[src/rtl/mem_access_unit_pkg.sv]
// Shared encodings and lane helpers for the MEM-stage load/store unit.
package mem_access_unit_pkg;

  localparam int unsigned XLEN    = 32;
  localparam int unsigned WADDR_W = 30;
  localparam int unsigned BE_W    = 4;

  localparam logic [2:0] LS_B  = 3'b000;
  localparam logic [2:0] LS_H  = 3'b001;
  localparam logic [2:0] LS_W  = 3'b010;
  localparam logic [2:0] LS_BU = 3'b100;
  localparam logic [2:0] LS_HU = 3'b101;

  typedef enum logic [1:0] {
    MA_IDLE   = 2'd0,
    MA_ACCESS = 2'd1,
    MA_DONE   = 2'd2
  } ma_state_e;

  typedef struct packed {
    logic [WADDR_W-1:0] addr;
    logic [XLEN-1:0]    wdata;
    logic [BE_W-1:0]    be;
  } dm_req_t;

  function automatic logic is_byte(input logic [2:0] f);
    return (f == LS_B) || (f == LS_BU);
  endfunction

  function automatic logic is_half(input logic [2:0] f);
    return (f == LS_H) || (f == LS_HU);
  endfunction

  // Unlisted FUNC3 codes behave as word accesses.
  function automatic logic is_misaligned(input logic [2:0] f, input logic [1:0] a);
    if (is_byte(f)) return 1'b0;
    if (is_half(f)) return a[0];
    return a != 2'b00;
  endfunction

  function automatic logic [BE_W-1:0] byte_en(input logic [2:0] f, input logic [1:0] a);
    if (is_byte(f)) return 4'b0001 << a;
    if (is_half(f)) return 4'b0011 << {a[1], 1'b0};
    return 4'b1111;
  endfunction

  function automatic logic [XLEN-1:0] lane_data(input logic [2:0] f, input logic [XLEN-1:0] d);
    if (is_byte(f)) return {4{d[7:0]}};
    if (is_half(f)) return {2{d[15:0]}};
    return d;
  endfunction

  function automatic dm_req_t build_req(input logic [XLEN-1:0] addr,
                                        input logic [XLEN-1:0] data,
                                        input logic [2:0]      f);
    dm_req_t r;
    r.addr  = addr[XLEN-1:2];
    r.wdata = lane_data(f, data);
    r.be    = byte_en(f, addr[1:0]);
    return r;
  endfunction

endpackage

[src/rtl/mem_access_unit_load_align.sv]
// Lane select and sign/zero extension of a memory read word.
module mem_access_unit_load_align
  import mem_access_unit_pkg::*;
(
  input  logic [XLEN-1:0] word,
  input  logic [1:0]      addr_lo,
  input  logic [2:0]      func3,
  output logic [XLEN-1:0] data_c
);

  logic [7:0]  byte_sel;
  logic [15:0] half_sel;

  always_comb begin
    byte_sel = word[7:0];
    case (addr_lo)
      2'd1:    byte_sel = word[15:8];
      2'd2:    byte_sel = word[23:16];
      2'd3:    byte_sel = word[31:24];
      default: byte_sel = word[7:0];
    endcase
    half_sel = addr_lo[1] ? word[31:16] : word[15:0];

    data_c = word;
    case (func3)
      LS_B:    data_c = {{24{byte_sel[7]}}, byte_sel};
      LS_BU:   data_c = {24'h0, byte_sel};
      LS_H:    data_c = {{16{half_sel[15]}}, half_sel};
      LS_HU:   data_c = {16'h0, half_sel};
      default: data_c = word;
    endcase
  end

endmodule

[src/rtl/mem_access_unit.sv]
// MEM-stage load/store unit with a stalling handshake to word-organised data memory.
// Optional access timeout enabled by defining MEM_ACCESS_TIMEOUT_EN.
module mem_access_unit
  import mem_access_unit_pkg::*;
#(
  parameter int unsigned TIMEOUT_CYCLES = 256,
  parameter int unsigned CNT_WIDTH      = 9
) (
  input  logic                CLK,
  input  logic                RESET,
  input  logic [XLEN-1:0]     ALU_RESULT,
  input  logic [XLEN-1:0]     STORE_DATA,
  input  logic                MEM_READ,
  input  logic                MEM_WRITE,
  input  logic [2:0]          FUNC3,
  output logic                BUSYWAIT,
  output logic [XLEN-1:0]     LOAD_DATA,
  output logic                MISALIGNED,
  output logic [WADDR_W-1:0]  DM_ADDRESS,
  output logic [XLEN-1:0]     DM_WRITEDATA,
  output logic [BE_W-1:0]     DM_BYTE_EN,
  output logic                DM_READ,
  output logic                DM_WRITE,
  input  logic [XLEN-1:0]     DM_READDATA,
  input  logic                DM_BUSYWAIT,
  output logic                BUS_ERROR
);

  ma_state_e       state;
  dm_req_t         req_q;
  logic [1:0]      addr_lo_q;
  logic [2:0]      func3_q;
  logic            is_load_q;
  logic [XLEN-1:0] load_ext_c;
  logic            request_c;
  logic            mis_c;

  assign request_c = MEM_READ | MEM_WRITE;
  assign mis_c     = is_misaligned(FUNC3, ALU_RESULT[1:0]);

  // Stall asserts in the request cycle itself so the pipeline freezes immediately.
  assign BUSYWAIT   = (state == MA_ACCESS) || ((state == MA_IDLE) && request_c && !mis_c);
  assign MISALIGNED = (state == MA_IDLE) && request_c && mis_c;

  assign DM_ADDRESS   = req_q.addr;
  assign DM_WRITEDATA = req_q.wdata;
  assign DM_BYTE_EN   = req_q.be;

  mem_access_unit_load_align u_load_align (
    .word    (DM_READDATA),
    .addr_lo (addr_lo_q),
    .func3   (func3_q),
    .data_c  (load_ext_c)
  );

`ifdef MEM_ACCESS_TIMEOUT_EN
  logic [CNT_WIDTH-1:0] wait_cnt;
  logic                 bus_error_q;

  assign BUS_ERROR = bus_error_q;
`else
  logic [CNT_WIDTH-1:0] unused_timeout;

  assign unused_timeout = CNT_WIDTH'(TIMEOUT_CYCLES);
  assign BUS_ERROR      = 1'b0;
`endif

  // Access FSM; strobes and payload are registered on the IDLE->ACCESS edge.
  always_ff @(posedge CLK) begin
    if (!RESET) begin
      state     <= MA_IDLE;
      req_q     <= '0;
      addr_lo_q <= 2'b00;
      func3_q   <= LS_W;
      is_load_q <= 1'b0;
      DM_READ   <= 1'b0;
      DM_WRITE  <= 1'b0;
      LOAD_DATA <= '0;
`ifdef MEM_ACCESS_TIMEOUT_EN
      wait_cnt    <= '0;
      bus_error_q <= 1'b0;
`endif
    end else begin
      case (state)
        MA_IDLE: begin
          if (request_c && !mis_c) begin
            // A simultaneous read and write is executed as a store.
            req_q     <= build_req(ALU_RESULT, STORE_DATA, FUNC3);
            addr_lo_q <= ALU_RESULT[1:0];
            func3_q   <= FUNC3;
            is_load_q <= !MEM_WRITE;
            DM_READ   <= !MEM_WRITE;
            DM_WRITE  <= MEM_WRITE;
`ifdef MEM_ACCESS_TIMEOUT_EN
            wait_cnt  <= '0;
`endif
            state     <= MA_ACCESS;
          end
        end
        MA_ACCESS: begin
          if (!DM_BUSYWAIT) begin
            if (is_load_q) LOAD_DATA <= load_ext_c;
            DM_READ  <= 1'b0;
            DM_WRITE <= 1'b0;
            state    <= MA_DONE;
          end
`ifdef MEM_ACCESS_TIMEOUT_EN
          else if (wait_cnt == CNT_WIDTH'(TIMEOUT_CYCLES - 1)) begin
            LOAD_DATA   <= '0;
            DM_READ     <= 1'b0;
            DM_WRITE    <= 1'b0;
            bus_error_q <= 1'b1;
            state       <= MA_DONE;
          end else begin
            wait_cnt <= wait_cnt + CNT_WIDTH'(1);
          end
`endif
        end
        MA_DONE: begin
          // The request is still present here but belongs to the retiring instruction.
`ifdef MEM_ACCESS_TIMEOUT_EN
          bus_error_q <= 1'b0;
`endif
          state <= MA_IDLE;
        end
        default: state <= MA_IDLE;
      endcase
    end
  end

endmodule

[config.mk]
export PLATFORM = sky130hd
export DESIGN_NAME = mem_access_unit
export DESIGN_NICKNAME = d
export VERILOG_FILES = /design/src/rtl/mem_access_unit_pkg.sv /design/src/rtl/mem_access_unit_load_align.sv /design/src/rtl/mem_access_unit.sv
export SDC_FILE = /design/constraint.sdc
export NUM_CORES = 1
export LEC_CHECK = 0
export ABC_CLOCK_PERIOD_IN_PS = 1600
export BUFFER_PORTS_ARGS = -buffer_cell sky130_fd_sc_hd__buf_2
export CAP_MARGIN = 20
export CELL_PAD_IN_SITES_DETAIL_PLACEMENT = 0
export CELL_PAD_IN_SITES_GLOBAL_PLACEMENT = 1
export CORE_AREA = 2 2 149 115
export CTS_CLUSTER_DIAMETER = 40
export DETAILED_ROUTE_END_ITERATION = 8
export DIE_AREA = 0 0 151 117
export GPL_ROUTABILITY_DRIVEN = 1
export MAX_ROUTING_LAYER = met4
export PLACE_DENSITY_LB_ADDON = 0.1
export SETUP_SLACK_MARGIN = 0.4
export SLEW_MARGIN = 10
export SYNTH_ARGS = -nofsm -noshare
export SYNTH_HDL_FRONTEND = slang
export SYNTH_SLANG_ARGS = --single-unit
[constraint.sdc]
create_clock -name CLK -period 1.6 [get_ports CLK]
set_input_delay 0.32 -clock CLK [delete_from_list [all_inputs] [get_ports CLK]]
set_output_delay 0.32 -clock CLK [all_outputs]
set_load 0.005 [all_outputs]
==> key figures, run 1 <==
Layout
  • # fillers: 1572
  • Ant. Diodes: 0
  • Most common cell after layout, fill and taps aside: buf_2
  • Layout Cells excl Fill: 1049
  • Reg area: 0.00218 mm²
  • Finished Core Util: 0.483
  • Share of cells above drive strength 1: 0.517
  • Commonest cells after routing, fill and taps aside: buf_2 (204), nand2_1 (103), dfxtp_1 (96), o21ai_0 (51), nand2_4 (36)
  • P&R area growth vs syn: 60.3%
  • Area of the multi-input gates: 0.00318 mm²
  • Total Nets Final: 933

Clock network
  • Root Driver: clkbuf_16
  • Clock sink total: 108
  • Skew-Pair Late Insertion Delay: 0.36 ns
  • CTS tree: built
  • Hold buffer count at cts: 0
  • Num CTS Buffers: 9
  • Clock slew at reported path FFs: 0.07 ns
  • CTS HTree Levels: 3
  • Clock buffer depth: 2

STA
  • Tmin final: 1.65 ns
  • Setup Viol. Count Final: 16
  • Max Clock Freq: 606 MHz
  • Final Skew: 0.00725 ns
  • Slew HR: 0.623
  • Max-slew violation count: 0
  • Unrepaired setup endpoints after global routing: true
  • Hold slack: 0.189 ns
  • Setup ws final: -0.0495 ns
  • Endpoints failing hold: 0
  • Worst-Margin Slew: 0.565 ns
  • Tcrit/Tclk final: 1.03

Critical path
  • Critical Path AT: 1.90 ns
  • Reg-to-reg endpoint: LOAD_DATA[26]
  • Worst Reg-to-Reg Cells: 5
  • Worst path required time: 1.85 ns
  • CP top delay family: simple AND/OR/NAND/NOR gates
  • Worst path slowest cell: or3b_4
  • R2r setup slk: -0.05 ns
  • Worst Setup Path Type: reg2reg
  • R2R Path Start: state[1]
  • CP endpoint kind: register
  • CP max FO: 16
  • Startpoint Class: register
  • WP buf/inv: 1
  • Slowest stage delay, CP: 0.45 ns
  • Worst-path cell chain: nand2b_4 > or3b_4 > o31ai_4 > buf_12 > a21oi_1

Logic synthesis
  • Yosys reg bits: 108
  • Mean area per synthesized cell: 8.20 µm²
  • Distinct cells, synth: 39
  • Syn_nets: 704
  • Synthesized area: 0.00492 mm²
  • Sequential-to-total area share from yosys stat: 0.439
  • Cells after Synth: 600
  • Ys Warns: 0

Hold path
  • Worst Hold Path EP: DM_ADDRESS[6]
  • Hold Path Class: in2reg
  • Min-Delay Startpoint: ALU_RESULT[8]
  • Hold Path Stages: 3

Drt
  • Routed via count: 5149
  • DRC: 0
  • Starting DRT DRC Count: 245
  • Total Routed Length: 17.4 mm
  • Drt wl/cell: 16.6 µm
  • Drt pass-1 iters: 4
  • Vias per cell: 4.91
  • DRT antenna net count: 0

Die
  • Die area: 0.0177 mm²
  • Die W: 151 µm
  • # IOs: 207
  • Standard-cell rows: 41
  • Die Ht: 117 µm
  • Initial Util: 0.302
  • Core ar.: 0.0163 mm²

Power
  • Clock power share: 0.352
  • Switching portion of total power: 0.284
  • Comb pwr share: 0.237
  • Sequential share of power: 0.412
  • Cell area power density: 911 mW/mm²
  • Worst VDD drop: 0.499 mV
  • Internal power: 5.14 mW
  • Leak: 3.76 nW
  • Net Sw Power: 2.04 mW

Global route
  • Tot GR Track Use: 0.199
  • Congestion Overflow GR: 0
  • Initial antenna violation count: 0
  • Vias in the first global route: 4899
  • Pin count of the biggest net entering global routing: 47
  • First-pass GRT wire length: 26.2 mm

Placement
  • Cells after DPL: 1006
  • Number of buffer cells added on primary ports: 205
  • Final HPWL DP: 11.8 mm
  • Routability Congestion: 0.841

Status
  • Outcome: finished, violations left
  • Failing checks: negative setup slack

Job
  • Max-cap violations: 0
==> layout make-up <==
class                      instances  share of cell area
multi-input combinational        441               0.403
sequential                       108               0.277
timing repair buffer             268               0.243
tap                              215              0.0341
clock buffer                      10              0.0303
clock inverter                     6              0.0119
inverter                           1            0.000476
==> synthesized netlist by cell type, drive strengths merged <==
cell type | n | area share
dfxtp | 108 | 0.44
nand2b | 4 | 0.0051
o211a | 18 | 0.037
nand3b | 10 | 0.015
a21oi | 41 | 0.042
o211ai | 8 | 0.012
and2b | 2 | 0.0031
nor2 | 7 | 0.0053
mux4 | 1 | 0.0046
o221a | 1 | 0.0023
a31o | 7 | 0.012
nand2 | 162 | 0.12
nor4 | 1 | 0.0013
mux2i | 19 | 0.039
nor3b | 6 | 0.0092
nand3 | 15 | 0.015
o21bai | 1 | 0.0015
a311oi | 1 | 0.0018
conb | 1 | 0.00076
o221ai | 1 | 0.0018
clkbuf | 29 | 0.022
nor3 | 3 | 0.0041
o41a | 1 | 0.0023
and2 | 8 | 0.010
xnor2 | 1 | 0.0018
or3 | 1 | 0.0013
o31ai | 1 | 0.0043
o21a | 1 | 0.0015
inv | 1 | 0.00076
o21ai | 54 | 0.055
a21boi | 54 | 0.082
buf | 22 | 0.026
and4bb | 1 | 0.0025
nor2b | 8 | 0.012
or3b | 1 | 0.0018
==> cells by family (layout without fill, tap and decap cells) <==
group | Yosys count | after routing | share of synthesized area
simple gates | 229 | 229 | 0.210
xor+xnor | 1 | 1 | 0.00178
compound gates | 189 | 190 | 0.256
flops | 108 | 108 | 0.439
mux | 20 | 20 | 0.0432
buf+inv | 52 | 285 | 0.0493
other cells | 1 | 1 | 0.000762
==> routing by layer <==
layer  vias up  GRT usage  routed length, µm  share of wire
li1       2536          -                  -              -
met1      2436      0.266               8150           0.47
met2       156      0.302               7860           0.45
met3        21     0.0481               1140          0.066
met4         0     0.0542                223          0.013
met5         -          -                  0              0
==> worst register-to-register path, cell delays in order (launching register included) <==
cell	delay, ns
dfxtp_4	0.37
nand2b_4	0.14
or3b_4	0.45
o31ai_4	0.30
buf_12	0.18
a21oi_1	0.09
==> flip-flops by register name (all words and copies together), names as in the netlist <==
register,count
DM_BYTE_EN,4
func3_q,3
LOAD_DATA,32
DM_WRITEDATA,32
addr_lo_q,2
DM_READ,1
DM_WRITE,1
is_load_q,1
DM_ADDRESS,30
state,2
==> timing repair <==
action	in CTS	in global routing
pin swaps	14	22
gates resized for setup	120	81
setup endpoints to repair	108	115
cloned	8	4
buffers inserted	11	4
hold endpoints to repair	0	0
==> power groups by stage <==
stage | clock (mW) | sequential (mW) | combinational, mW
4_1_cts | 2.62 | 2.96 | 1.50
5_1_grt | 2.71 | 2.98 | 1.85
3_3_place_gp | 0 | 3.01 | 1.17
6_report | 2.53 | 2.96 | 1.70
3_5_place_dp | 0 | 3.02 | 1.18
2_1_floorplan | 0 | 3.02 | 0.669
==> worst max-delay path by stage <==
stage | startpoint | to | slack (ns) | cells after the start
finish | state[1] | LOAD_DATA[26] | -0.05 | 5
global route | state[1] | LOAD_DATA[25] | -0.08 | 5
CTS | addr_lo_q[1] | LOAD_DATA[26] | -0.05 | 5
detailed placement | DM_READDATA[31] | LOAD_DATA[26] | -0.12 | 6
global placement | DM_READDATA[31] | LOAD_DATA[28] | -0.08 | 6
floorplan | addr_lo_q[1] | LOAD_DATA[16] | -0.11 | 6
==> through the flow <==
stage | setup slack [ns] | setup TNS, ns | total power, mW | cell area (µm²)
final | -0.0495 | -0.599 | 7.18 | 7890
after detailed placement | -0.119 | -2.18 | 4.20 | 6400
after CTS | -0.0493 | -0.592 | 7.08 | 7430
after global placement | -0.0824 | -1.61 | 4.18 | 6400
after floorplan | -0.106 | -1.06 | 3.69 | 5080
after global routing | -0.0834 | -1.47 | 7.54 | 7890
(Power assumes the default switching activity.)
==> inputs of run 2 (changes only) <==
--- a/config.mk
+++ b/config.mk
@@ -16,7 +16,7 @@
 export DIE_AREA = 0 0 151 117
 export GPL_ROUTABILITY_DRIVEN = 1
 export MAX_ROUTING_LAYER = met4
-export PLACE_DENSITY_LB_ADDON = 0.1
+export PLACE_DENSITY = 0.88
 export SETUP_SLACK_MARGIN = 0.4
 export SLEW_MARGIN = 10
 export SYNTH_ARGS = -nofsm -noshare
==> run 2 against run 1 <==
The flow still finishes with violations (negative setup slack). Clock-buffer cell count stayed put. Die area stayed put. Clock power is 3% lower. Utilization hardly changed. Global-route usage is 0.91 points lower. Sequential cell count stayed put. Sequential share of layout area hardly changed. First-iteration DRC count is 12% lower. Fmax hardly changed. Highest routed layer unchanged. Register-to-register slack hardly changed. Design area hardly changed. Worst hold slack better by 0.0058 ns.
==> key figures, run 2 (same netlist as run 1, synthesis figures left out) <==
Status
  • Outcome: finished, violations left
  • Failing checks: negative setup slack

Layout
  • Commonest cells after routing, fill and taps aside: buf_2 (203), nand2_1 (107), dfxtp_1 (96), o21ai_0 (50), a21boi_1 (39)
  • Layout Cells excl Fill: 1053
  • P&R area growth vs syn: 60.2%
  • Most common cell after layout, fill and taps aside: buf_2
  • Share of cells above drive strength 1: 0.492
  • Total Nets Final: 936

Critical path
  • Worst Setup Path Type: reg2reg
  • Worst path required time: 1.85 ns
  • Worst Reg-to-Reg Cells: 5
  • CP endpoint kind: register
  • Slowest stage delay, CP: 0.52 ns
  • Startpoint Class: register
  • CP max FO: 7
  • Critical Path AT: 1.90 ns
  • Worst-path cell chain: mux4_2 > nor2b_4 > o31ai_4 > buf_6 > a21oi_1
  • Worst path slowest cell: mux4_2

Die
  • # IOs: 207
  • Core ar.: 0.0163 mm²
  • Die Ht: 117 µm
  • Initial Util: 0.302
  • Die W: 151 µm
  • Standard-cell rows: 41
  • Die area: 0.0177 mm²

STA
  • Tmin final: 1.65 ns
  • Max Clock Freq: 606 MHz
  • Setup Viol. Count Final: 29
  • Setup ws final: -0.0503 ns
  • Max-slew violation count: 0
  • Final Skew: 0.0131 ns
  • Unrepaired setup endpoints after global routing: true
  • Endpoints failing hold: 0
  • Tcrit/Tclk final: 1.03

Clock network
  • Root Driver: clkbuf_16
  • Clock slew at reported path FFs: 0.08 ns
  • CTS tree: built
  • Num CTS Buffers: 9
  • CTS HTree Levels: 3
  • Skew-Pair Late Insertion Delay: 0.36 ns
  • Clock buffer depth: 2
  • Clock sink total: 108

Power
  • Leak: 3.74 nW
  • Cell area power density: 917 mW/mm²
  • Worst VDD drop: 0.468 mV

Global route
  • Initial antenna violation count: 1
  • First-pass GRT wire length: 25.0 mm
  • Vias in the first global route: 4745
  • Pin count of the biggest net entering global routing: 71
  • Congestion Overflow GR: 0
  • Tot GR Track Use: 0.190

Drt
  • Total Routed Length: 17.2 mm
  • Starting DRT DRC Count: 215
  • Drt pass-1 iters: 4
  • DRC: 0
  • Routed via count: 5170
  • Drt wl/cell: 16.4 µm
  • Vias per cell: 4.91
  • DRT antenna net count: 0

Placement
  • Number of buffer cells added on primary ports: 205
  • Final HPWL DP: 11.0 mm
  • Routability Congestion: 0.860
  • Dpl ws: -0.112 ns
  • Cells after DPL: 1002

Job
  • Max-cap violations: 0

Hold path
  • Hold Path Stages: 3
  • Hold Path Class: in2reg
[run 2: changes by cell type in the layout (fill, tap and decap cells not counted), moves of 6 or more]
cell	change
nand2_4	-9
a21boi_1	+11
a21boi_2	-11
nand3_1	+6
nand3_2	-6
buf_4	-7
buf_16	+7
buf_6	+7
[run 2: stage by stage]
stage / util / total power, mW / hold slack, ns / area (µm²) / TNS (ns)
floorplan: - / 3.69 / 0.396 / 5080 / -1.06
global placement: 0.389 / 4.16 / 0.437 / 6350 / -1.84
detailed placement: 0.389 / 4.18 / 0.443 / 6350 / -2.31
CTS: 0.466 / 7.17 / 0.182 / 7600 / -0.216
global route: 0.483 / 7.53 / 0.180 / 7880 / -4.03
finish: 0.483 / 7.23 / 0.194 / 7880 / -0.925
[run 2: where the power goes]
| part | switching, mW | internal, mW |
|---|---|---|
| clock network | 1.06 | 1.39 |
| logic | 0.871 | 0.944 |
| registers | 0.0999 | 2.86 |
[run 2: path summary, 6_finish.rpt]
path / start / end / slack (ns)
worst min register to register: DM_ADDRESS[12] / DM_ADDRESS[12] / 0.45
worst max register to register: addr_lo_q[1] / LOAD_DATA[30] / -0.05
worst min-delay path: ALU_RESULT[28] / DM_ADDRESS[26] / 0.19
worst max-delay path: addr_lo_q[1] / LOAD_DATA[30] / -0.05
[run 2: final cells by class]
class	instances	area, µm²
Clock buffer	10	229
Timing Repair Buffer	272	2050
Sequential cell	108	2180
Inverter	1	3.75
Clock inverter	6	95.1
Tap cell	215	269
Multi-Input combinational cell	440	3050
Antenna cell	1	2.50
Fill cell	1558	8430
[run 2: metal layers]
layer / wire length [µm] / GRT usage / vias to the layer above / share of wire
met5: 0 / - / - / 0
met1: 7890 / 0.243 / 2453 / 0.46
met3: 1200 / 0.0535 / 15 / 0.069
li1: - / - / 2537 / -
met2: 7910 / 0.297 / 165 / 0.46
met4: 259 / 0.0492 / 0 / 0.015
[run 2: repair_timing]
item,in CTS,in global routing
pin swaps,44,40
resized for setup,123,71
hold buffers,0,0
buffers inserted,17,3
endpoints found under the setup margin,107,117
gates cloned,13,1
[run 2: worst max-delay path, delay by kind of cell, from the launching register on]
family / cells / cell delay, ns
mux: 1 / 0.52
flops: 1 / 0.35
compound gates: 2 / 0.34
simple gates: 1 / 0.15
buf+inv: 1 / 0.18
